## config.mk

```make
export PLATFORM = sky130hd
export DESIGN_NAME = cal_wave_gen
export DESIGN_NICKNAME = d
export VERILOG_FILES = /design/src/rtl/cal_wave_gen_pkg.sv /design/src/rtl/cal_wave_gen_wave_shape.sv /design/src/rtl/cal_wave_gen.sv
export SDC_FILE = /design/constraint.sdc
export NUM_CORES = 1
export LEC_CHECK = 0
export BUFFER_PORTS_ARGS = -buffer_cell sky130_fd_sc_hd__buf_2
export CAP_MARGIN = 20
export CORE_AREA = 2 2 258 260
export DETAILED_ROUTE_END_ITERATION = 10
export DIE_AREA = 0 0 260 262
export GPL_TIMING_DRIVEN = 0
export PLACE_DENSITY = 0.38
export SLEW_MARGIN = 10
export SYNTH_ARGS = -nofsm -noshare
export SYNTH_HDL_FRONTEND = slang
export SYNTH_SLANG_ARGS = --single-unit
export TNS_END_PERCENT = 100
```

## constraint.sdc

```tcl
create_clock -name clk -period 6.2 [get_ports clk]
set_input_delay 0.62 -clock clk [delete_from_list [all_inputs] [get_ports clk]]
set_output_delay 0.62 -clock clk [all_outputs]
set_load 0.05 [all_outputs]
```

## src/rtl/cal_wave_gen_pkg.sv

```systemverilog
// Shared definitions for the calibrated wave generator: calibration defaults,
// waveform selector encodings and the configuration FSM state type.
package cal_wave_gen_pkg;

    // Calibration constants shared with the scope measurement path.
    localparam logic [11:0] DEF_VSEG = 12'd0;
    localparam logic [11:0] DEF_VMAX = 12'd3200;
    localparam logic [11:0] DEF_VMIN = 12'd1024;
    localparam logic [11:0] DEF_VMID = 12'd2055;

    // One voltage segment spans this many units of the measurement encoding.
    localparam int SEG_STEP = 100;

    typedef enum logic [1:0] {
        WAVE_SQUARE   = 2'd0,
        WAVE_TRIANGLE = 2'd1,
        WAVE_SAW      = 2'd2,
        WAVE_DC       = 2'd3
    } wave_sel_t;

    typedef enum logic [1:0] {
        ST_IDLE = 2'd0,
        ST_DIV  = 2'd1,
        ST_CALC = 2'd2,
        ST_ARM  = 2'd3
    } gen_state_t;

endpackage

```

## src/rtl/cal_wave_gen_wave_shape.sv

```systemverilog
// Phase-to-shape lookup: maps the top 12 phase bits and a waveform selector to
// a signed unit shape in -2048..+2048, registered once.
module cal_wave_gen_wave_shape
    import cal_wave_gen_pkg::*;
(
    input  logic               clk,
    input  logic               rst,
    input  logic [11:0]        phase,
    input  logic [1:0]         wave_sel,
    output logic signed [12:0] shape
);

    logic signed [12:0] tri_ramp;
    logic signed [12:0] shape_calc;

    // Twice the position within the current half period, 0..4094.
    assign tri_ramp = $signed({1'b0, phase[10:0], 1'b0});

    always_comb begin
        shape_calc = 13'sd0;
        case (wave_sel_t'(wave_sel))
            WAVE_SQUARE:   shape_calc = phase[11] ? -13'sd2048 : 13'sd2048;
            WAVE_TRIANGLE: shape_calc = phase[11] ? (13'sd2048 - tri_ramp)
                                                  : (tri_ramp - 13'sd2048);
            WAVE_SAW:      shape_calc = $signed({1'b0, phase}) - 13'sd2048;
            WAVE_DC:       shape_calc = 13'sd2048;
            default:       shape_calc = 13'sd0;
        endcase
    end

    always_ff @(posedge clk or negedge rst) begin
        if (!rst) begin
            shape <= 13'sd0;
        end else begin
            shape <= shape_calc;
        end
    end

endmodule

```

## src/rtl/cal_wave_gen.sv

```systemverilog
// Calibrated test-signal generator: converts a requested peak voltage into a
// DAC amplitude via the segment table, then synthesises a scaled waveform.
module cal_wave_gen
    import cal_wave_gen_pkg::*;
#(
    parameter logic [11:0] V1      = DEF_VSEG,
    parameter logic [11:0] V2      = DEF_VSEG,
    parameter logic [11:0] V3      = DEF_VSEG,
    parameter logic [11:0] V4      = DEF_VSEG,
    parameter logic [11:0] V5      = DEF_VSEG,
    parameter logic [11:0] V6      = DEF_VSEG,
    parameter logic [11:0] V7      = DEF_VSEG,
    parameter logic [11:0] V8      = DEF_VSEG,
    parameter logic [11:0] V9      = DEF_VSEG,
    parameter logic [11:0] V10     = DEF_VSEG,
    parameter logic [11:0] VMAX    = DEF_VMAX,
    parameter logic [11:0] VMIN    = DEF_VMIN,
    parameter logic [11:0] VMID    = DEF_VMID,
    parameter int          PHASE_W = 32
) (
    input  logic               clk,
    input  logic               rst,
    input  logic               cfg_valid,
    output logic               cfg_ready,
    input  logic [10:0]        cfg_v,
    input  logic [PHASE_W-1:0] cfg_fre,
    input  logic [1:0]         cfg_wave,
    output logic [11:0]        dac_data,
    output logic               dac_valid,
    output logic               period_sync,
    output logic               busy,
    output gen_state_t         dbg_state
);

    // Handshake: a config transfers on a rising clk edge where cfg_valid and
    // cfg_ready are both high; cfg_ready is high only while the FSM is idle,
    // and cfg_* are don't-care whenever cfg_valid is low.

    localparam logic [10:0] STEP = 11'(SEG_STEP);

    gen_state_t state, state_nxt;
    logic xfer, div_step, commit;

    logic [10:0]        v_lat;
    logic [PHASE_W-1:0] fre_lat;
    logic [1:0]         wave_lat;
    logic [10:0]        rem;
    logic [4:0]         quo;
    logic [11:0]        amp_pend;

    logic [11:0]        amp_act;
    logic [PHASE_W-1:0] fre_act;
    logic [1:0]         wave_act;

    logic [PHASE_W-1:0] ph, ph_sum;
    logic               wrap;

    logic [11:0]        seg_base;
    logic [13:0]        peak_raw;
    logic [11:0]        peak;
    logic [11:0]        amp_calc;

    logic signed [12:0] shape_s1;
    logic [11:0]        amp_s1;
    logic signed [25:0] shape_ext, amp_ext;
    logic signed [25:0] prod_s2;
    logic signed [25:0] scaled, out_calc;
    logic [11:0]        out_clip;
    logic [2:0]         vld_sr;

    assign cfg_ready = (state == ST_IDLE);
    assign busy      = (state != ST_IDLE);
    assign dbg_state = state;

    // Next state and per-cycle strobes.
    always_comb begin
        state_nxt = state;
        xfer      = 1'b0;
        div_step  = 1'b0;
        commit    = 1'b0;
        case (state)
            ST_IDLE: begin
                if (cfg_valid) begin
                    xfer      = 1'b1;
                    state_nxt = ST_DIV;
                end
            end
            ST_DIV: begin
                if (rem >= STEP) begin
                    div_step = 1'b1;
                end else begin
                    state_nxt = ST_CALC;
                end
            end
            ST_CALC: begin
                state_nxt = ST_ARM;
            end
            ST_ARM: begin
                // A stopped accumulator never wraps, so apply straight away.
                if (wrap || (fre_act == '0)) begin
                    commit    = 1'b1;
                    state_nxt = ST_IDLE;
                end
            end
            default: state_nxt = ST_IDLE;
        endcase
    end

    always_ff @(posedge clk or negedge rst) begin
        if (!rst) begin
            state <= ST_IDLE;
        end else begin
            state <= state_nxt;
        end
    end

    // Segment table lookup; segment 0 starts at the zero-volt code.
    always_comb begin
        seg_base = V10;
        case (quo)
            5'd0:    seg_base = VMID;
            5'd1:    seg_base = V1;
            5'd2:    seg_base = V2;
            5'd3:    seg_base = V3;
            5'd4:    seg_base = V4;
            5'd5:    seg_base = V5;
            5'd6:    seg_base = V6;
            5'd7:    seg_base = V7;
            5'd8:    seg_base = V8;
            5'd9:    seg_base = V9;
            default: seg_base = V10;
        endcase
    end

    always_comb begin
        peak_raw = {2'b00, V10};
        if (quo <= 5'd9) begin
            peak_raw = {2'b00, seg_base} + {3'b000, rem};
        end else if (quo == 5'd10) begin
            peak_raw = {2'b00, V10};
        end else begin
            // Above the table the last segment's slope is extrapolated 1:1.
            peak_raw = {2'b00, V10} + {3'b000, v_lat - 11'd1100};
        end
        peak = peak_raw[11:0];
        if (peak_raw < {2'b00, VMID}) begin
            peak = VMID;
        end else if (peak_raw > {2'b00, VMAX}) begin
            peak = VMAX;
        end
        amp_calc = peak - VMID;
    end

    // Config latch, divider and pending amplitude.
    always_ff @(posedge clk or negedge rst) begin
        if (!rst) begin
            v_lat    <= '0;
            fre_lat  <= '0;
            wave_lat <= '0;
            rem      <= '0;
            quo      <= '0;
            amp_pend <= '0;
        end else begin
            if (xfer) begin
                v_lat    <= cfg_v;
                fre_lat  <= cfg_fre;
                wave_lat <= cfg_wave;
                rem      <= cfg_v;
                quo      <= '0;
            end else if (div_step) begin
                rem <= rem - STEP;
                quo <= quo + 5'd1;
            end
            if (state == ST_CALC) begin
                amp_pend <= amp_calc;
            end
        end
    end

    // Active configuration only changes on a period boundary.
    always_ff @(posedge clk or negedge rst) begin
        if (!rst) begin
            amp_act  <= '0;
            fre_act  <= '0;
            wave_act <= '0;
        end else if (commit) begin
            amp_act  <= amp_pend;
            fre_act  <= fre_lat;
            wave_act <= wave_lat;
        end
    end

    assign {wrap, ph_sum} = {1'b0, ph} + {1'b0, fre_act};

    always_ff @(posedge clk or negedge rst) begin
        if (!rst) begin
            ph          <= '0;
            period_sync <= 1'b0;
        end else begin
            ph          <= ph_sum;
            period_sync <= wrap;
        end
    end

    cal_wave_gen_wave_shape u_wave_shape (
        .clk      (clk),
        .rst      (rst),
        .phase    (ph[PHASE_W-1 -: 12]),
        .wave_sel (wave_act),
        .shape    (shape_s1)
    );

    // Amplitude travels with its shape sample so a commit never splits a sample.
    assign shape_ext = {{13{shape_s1[12]}}, shape_s1};
    assign amp_ext   = {14'b0, amp_s1};

    always_ff @(posedge clk or negedge rst) begin
        if (!rst) begin
            amp_s1  <= '0;
            prod_s2 <= '0;
        end else begin
            amp_s1  <= amp_act;
            prod_s2 <= shape_ext * amp_ext;
        end
    end

    always_comb begin
        scaled   = prod_s2 >>> 11;
        out_calc = scaled + $signed({14'b0, VMID});
        out_clip = out_calc[11:0];
        if (out_calc < $signed({14'b0, VMIN})) begin
            out_clip = VMIN;
        end else if (out_calc > $signed({14'b0, VMAX})) begin
            out_clip = VMAX;
        end
    end

    always_ff @(posedge clk or negedge rst) begin
        if (!rst) begin
            dac_data <= VMID;
            vld_sr   <= '0;
        end else begin
            dac_data <= out_clip;
            vld_sr   <= {vld_sr[1:0], 1'b1};
        end
    end

    assign dac_valid = vld_sr[2];

endmodule
```

After elaboration in Yosys (flattened, before gate mapping)
Memory sizes are Yosys's and may differ from the RTL's. Index checks and enable logic that the tools add are counted.

Register bits after elaboration: 220. Latch bits: 0. Memory bits (writable): 0. Bits in read-only memories: 64. Input port bits: 48. Output and inout port bits: 18. Word-level logic and storage cells: 76. Memories: 1.

Memories: (name not given) (depth 16, width 4, read ports 1, clocked after Yosys merged registers in 0, write ports 0, line cal_wave_gen.sv:120) `case (quo)`.

$add $sub $neg: 10. $mul: 1. Divide/modulo/power cells: 0. $lt $le $gt $ge: 6. Equal/unequal tests: 10. Shifts and indexed selects: 0. Muxes and demuxes: 24. Bitwise operators: 0. Reduce and logical (&&, ||, !) cells: 7.

Operators with widths (count): $mux W12 (5); $pmux W13 S4 (1); $mux W13 (3); $add A32 B32 Y33 (1); $mux W11 (3); $logic_not A32 Y1 (1); $mul A13 B13 Y26 (1); $sub A12 B12 Y13 const B (2); $add A15 B13 Y16 const B (1); $gt A16 B13 Y1 const B (1); $lt A16 B12 Y1 const B (1); $gt A14 B12 Y1 const B (1); $lt A14 B12 Y1 const B (1); $add A12 B11 Y13 (1); $sub A12 B12 Y13 const A (1); $sub A12 B12 Y12 const B (1); $ge A11 B7 Y1 const B (1); $sub A11 B11 Y11 const B (1); $sub A11 B7 Y11 const B (1); $mux W5 (2); $eq A2 B2 Y1 const B (4); $pmux W2 S4 (1); $mux W1 (6); $mux W2 (3); other kinds (9) (14).

Depth between registers and ports, before layout
An unclocked memory read counts as a cell.

Word-level depth: 8. Mapped depth: 21. Gate-level depth less buffers: 20.

Modules after synthesis
From an unflattened synthesis, not the netlist that was laid out.

Cell total of the unflattened synthesis: 1688. Area, all modules: 16316.9 µm².

Modules (own cells, without submodules): cal_wave_gen (instances 1, cells each 1614, area an instance 15578.7 µm², seq. area each 4909.7 µm²); cal_wave_gen_wave_shape (instances 1, cells each 74, area an instance 738.2 µm², seq. area each 325.3 µm²).

Worst setup path after synthesis
OpenSTA, ideal clock, no wires.

Path kind: reg-to-reg. Start point: register amp_s1[2]. End point: register prod_s2[25]. Arrival time: 5.699 ns. Required time: 6.075 ns. Path slack: 0.376 ns. Stages on the path, launching flop included: 19. Path buffers: 1. Cell sequence: dfrtp_1 -> clkbuf_1 -> and2_1 -> fa_1 -> inv_1 -> fa_1 -> fa_1 -> fa_1 -> fa_1 -> inv_1 -> ha_1 -> a21o_1 -> a211oi_1 -> a21boi_0 -> nor3_1 -> o31a_1 -> o41ai_1 -> o21bai_1 -> xnor2_1.

Longest elaborated chain between the ends: 1.

RTL lines: from (decl) (line cal_wave_gen.sv:64) `logic [11:0] amp_s1;`; from (signal assigned) (line cal_wave_gen.sv:222) `amp_s1 <= amp_act;`; $mul A13 B13 Y26 (line cal_wave_gen.sv:223) `prod_s2 <= shape_ext * amp_ext;`; to (signal assigned) (line cal_wave_gen.sv:223); to (decl) (line cal_wave_gen.sv:66) `logic signed [25:0] prod_s2;`.

Every way passes these cells. A chain may end at the register's enable or synchronous reset.

Worst setup path in the final report
Start point: register amp_s1[8]. End point: register prod_s2[25].

Same word-level chain as after synthesis.

==> run_results.csv <==
group,metric,value,unit
route,drc,0,
layout,antennaDiodeCount,0,
synth,yosys.area_share.simple,16.4,%
timing,finalCriticalPeriod,5.94,ns
timing,whs,0.234,ns
setup_path,crit_chain,"buf_2 -> and2_1 -> fa_1 -> fa_1 -> fa_1 -> fa_1 -> inv_1 -> fa_1 -> inv_1 -> ha_1 -> a21o_1 -> a21o_1 -> a211oi_2 -> a21boi_2 -> nor3_1 -> o31a_1 -> o41ai_4 -> o21bai_1 -> xnor2_1",
synth,synth_mux_area_share,3.72,%
setup_path,cp_max_fo,10,
clock_tree,clockRootBuffer,"clkbuf_16",
place,dp.cells,2611,
setup_path,cp_slowest_stage_delay,0.55,ns
synth,synth_xor_area_share,4.91,%
route,wire_per_inst,15.0,um
synth,synthFlopType,"dfrtp_1",
synth,syn-num-nets,1983,
synth,syn_area_per_cell,9.66,um2
clock_tree,tritoncts,"built",
timing,worstMarginPinSlew,0.835,ns
clock_tree,clk_pin_slew_worst_paths,0.06,ns
setup_path,cp_num_buf_inv,3,
clock_tree,ctsLongestPathBuffers,3,
clock_tree,h-tree-depth,1,
clock_tree,numCtsBuffers,27,
route,dr.pass1.iters,5,
setup_path,path_class,"register to register",
timing,slew_headroom,43.4,%
grt,grtUsageTotal,12.1,%
floorplan,num_rows,94,
route,wl_met1,18700,um
place,hpwl,31700,um
clock_tree,insertion_delay,0.57,ns
worst_hold_path,hold_path.class,"input port to register",
route,wl_met2,19300,um
layout,drive_gt1_share,12.6,%
synth,ys_types,79,
route,vias_per_cell,4.35,
grt,grt_pass1_vias,12224,
setup_path,arrival,6.41,ns
place,pre_cts_ws,-0.507,ns
route,dr.first_iter.drc_count,380,
floorplan,die_w,260,um
floorplan,die_h,262,um
grt,gr-total-overflow,0,
timing,skew,0.0148,ns
timing,fin_crit_sh,95.9,%
setup_path,cpMostUsedCell,"fa_1",
layout,num-nets-final,2083,
route,vias,11554,
synth,yosysSeqAreaShare,32.3,%
timing,finalWorstSetupSlack,0.256,ns
timing,setup_viol,0,
setup_path,slowest_stage,"fa_1",
route,top_layer,"met4",
route,met3_length,1010,um
synth,synth_fa_ha_area_share,26.6,%
synth,synth_seq_cells,209,
layout,syn_to_final_growth,14.9,%
layout,fin_cells,2658,
synth,synth_top_family_by_area,"adder cells",
floorplan,initial_core_util,24.9,%
run_status,status,"finished clean",
timing,rsz0062_at_grt,"no",
route,ant_nets,0,
grt,antenna_found_initial,0,
setup_path,cp.required,6.67,ns
grt,grt_max_degree,99,
place,io_buffers,65,
setup_path,start_kind,"register",
floorplan,dieArea,68100,um2
setup_path,cp_top_family,"adder cells",
layout,final_util,28.6,%
setup_path,cp-end-kind,"register",
floorplan,core,65300,um2
route,wl,39800,um
synth,yosysWarnings,0,
floorplan,pin_count,66,
synth,synth_enable_flop_cells,0,
run,max_cap_violations,0,
timing,drv_slew,0,
clock_tree,clkSinkCount,209,
synth,synthCells,1680,
timing,hold_violations,0,
synth,synth_compound_area_share,9.51,%
place,place.gp.congestion,0.793,
grt,grt_pass1_wl,66500,um
synth,syn_area,16200,um2
synth,async_reset_ff_share,100,%
timing,fmax,168,MHz
## cells by family after synthesis
logic type      Yosys count
simple gates            557
buf+inv                 280
fa+ha+maj               255
compound gates          233
flops                   209
xor+xnor                 91
mux                      54
other cells               1
## worst reg2reg max path: stages, from the launching register on
cell and delay, ns:
dfrtp_1 0.44, buf_2 0.31, and2_1 0.20, fa_1 0.44, fa_1 0.47, fa_1 0.54
fa_1 0.55, inv_1 0.05, fa_1 0.52, inv_1 0.04, ha_1 0.34, a21o_1 0.18
a21o_1 0.19, a211oi_2 0.20, a21boi_2 0.21, nor3_1 0.11, o31a_1 0.39, o41ai_4 0.35
o21bai_1 0.11, xnor2_1 0.20
## synth_stat cells, drive strengths merged (21+ instances only)
library cell | n | area [um2]
nand2 | 276 | 1040
inv | 221 | 830
dfrtp | 205 | 5130
fa | 149 | 2980
ha | 106 | 1330
and2 | 76 | 477
nor2 | 71 | 267
o21ai | 58 | 294
xnor2 | 56 | 490
mux2 | 50 | 563
a21oi | 49 | 249
clkbuf | 46 | 174
xor2 | 35 | 307
a21o | 24 | 181
nor3 | 21 | 105
## per-layer routing
layer	track usage, %	up-vias
li1	-	5676
met1	16.1	5721
met2	21.0	117
met3	1.55	40
met4	2.49	0
met5	0	-
## path summary, 6_finish.rpt
kind	start	endpoint	slack, ns	depth (start not counted)
max in group asynchronous	rst	rem[7]	4.50	4
min in group asynchronous	rst	prod_s2[15]	0.50	2
setup reg to reg	amp_s1[8]	prod_s2[25]	0.26	19
hold / removal	cfg_fre[13]	fre_lat[13]	0.23	3
hold reg to reg	vld_sr[0]	vld_sr[1]	0.35	0
setup / recovery	amp_s1[8]	prod_s2[25]	0.26	19
## state kept, by name, indices dropped and copies added (netlist names)
signal,cells
amp_act,12
amp_pend,12
amp_s1,12
dac_data,12
dbg_state,2
fre_act,32
fre_lat,32
period_sync,1
ph,32
prod_s2,15
quo,5
rem,11
u_wave_shape.shape,13
v_lat,11
vld_sr,3
wave_act,2
wave_lat,2
## per-stage QoR
stage / cell area (um2) / TNS [ns]
floorplan: 16200 / 0
global placement: 17600 / -0.922
detailed placement: 17700 / -1.00
CTS: 18600 / 0
global route: 18600 / 0
finish: 18600 / 0
## final cells by class
type | count | area, um2
buffer | 57 | 273
clock buffer | 33 | 708
clock inverter | 10 | 121
fill | 6988 | 46600
inverter | 221 | 830
multi-input combinational | 1191 | 9950
sequential | 209 | 5240
tap | 864 | 1080
timing repair buffer | 73 | 438
## placed cells by master, fill, tap and decap left out, drive strengths merged, types with 10 or more instances in the layout
| cell | instances |
|---|---|
| nor4 | 18 |
| clkbuf | 68 |
| nand2 | 276 |
| dfrtp | 205 |
| inv | 222 |
| nor2 | 71 |
| a31oi | 14 |
| nand2b | 14 |
| o21ai | 58 |
| nand3 | 17 |
| mux2 | 50 |
| a211oi | 10 |
| xor2 | 35 |
| xnor2 | 56 |
| fa | 149 |
| nor3 | 21 |
| buf | 94 |
| and2 | 76 |
| o21a | 12 |
| nor2b | 16 |
| nand4 | 14 |
| a21o | 24 |
| a21oi | 49 |
| ha | 106 |
## what timing repair did
item / in CTS / in global routing
resized for setup: 17 / 38
endpoints found under the setup margin: 4 / 3
hold buffers: 1 / 0
gates cloned: 0 / 0
setup buffers: 1 / 4
endpoints found under the hold margin: 22 / 0
pin swaps: 1 / 5
Power is not shown: default switching activity piles up to over one toggle a cycle in this logic, so the estimate is an artifact.
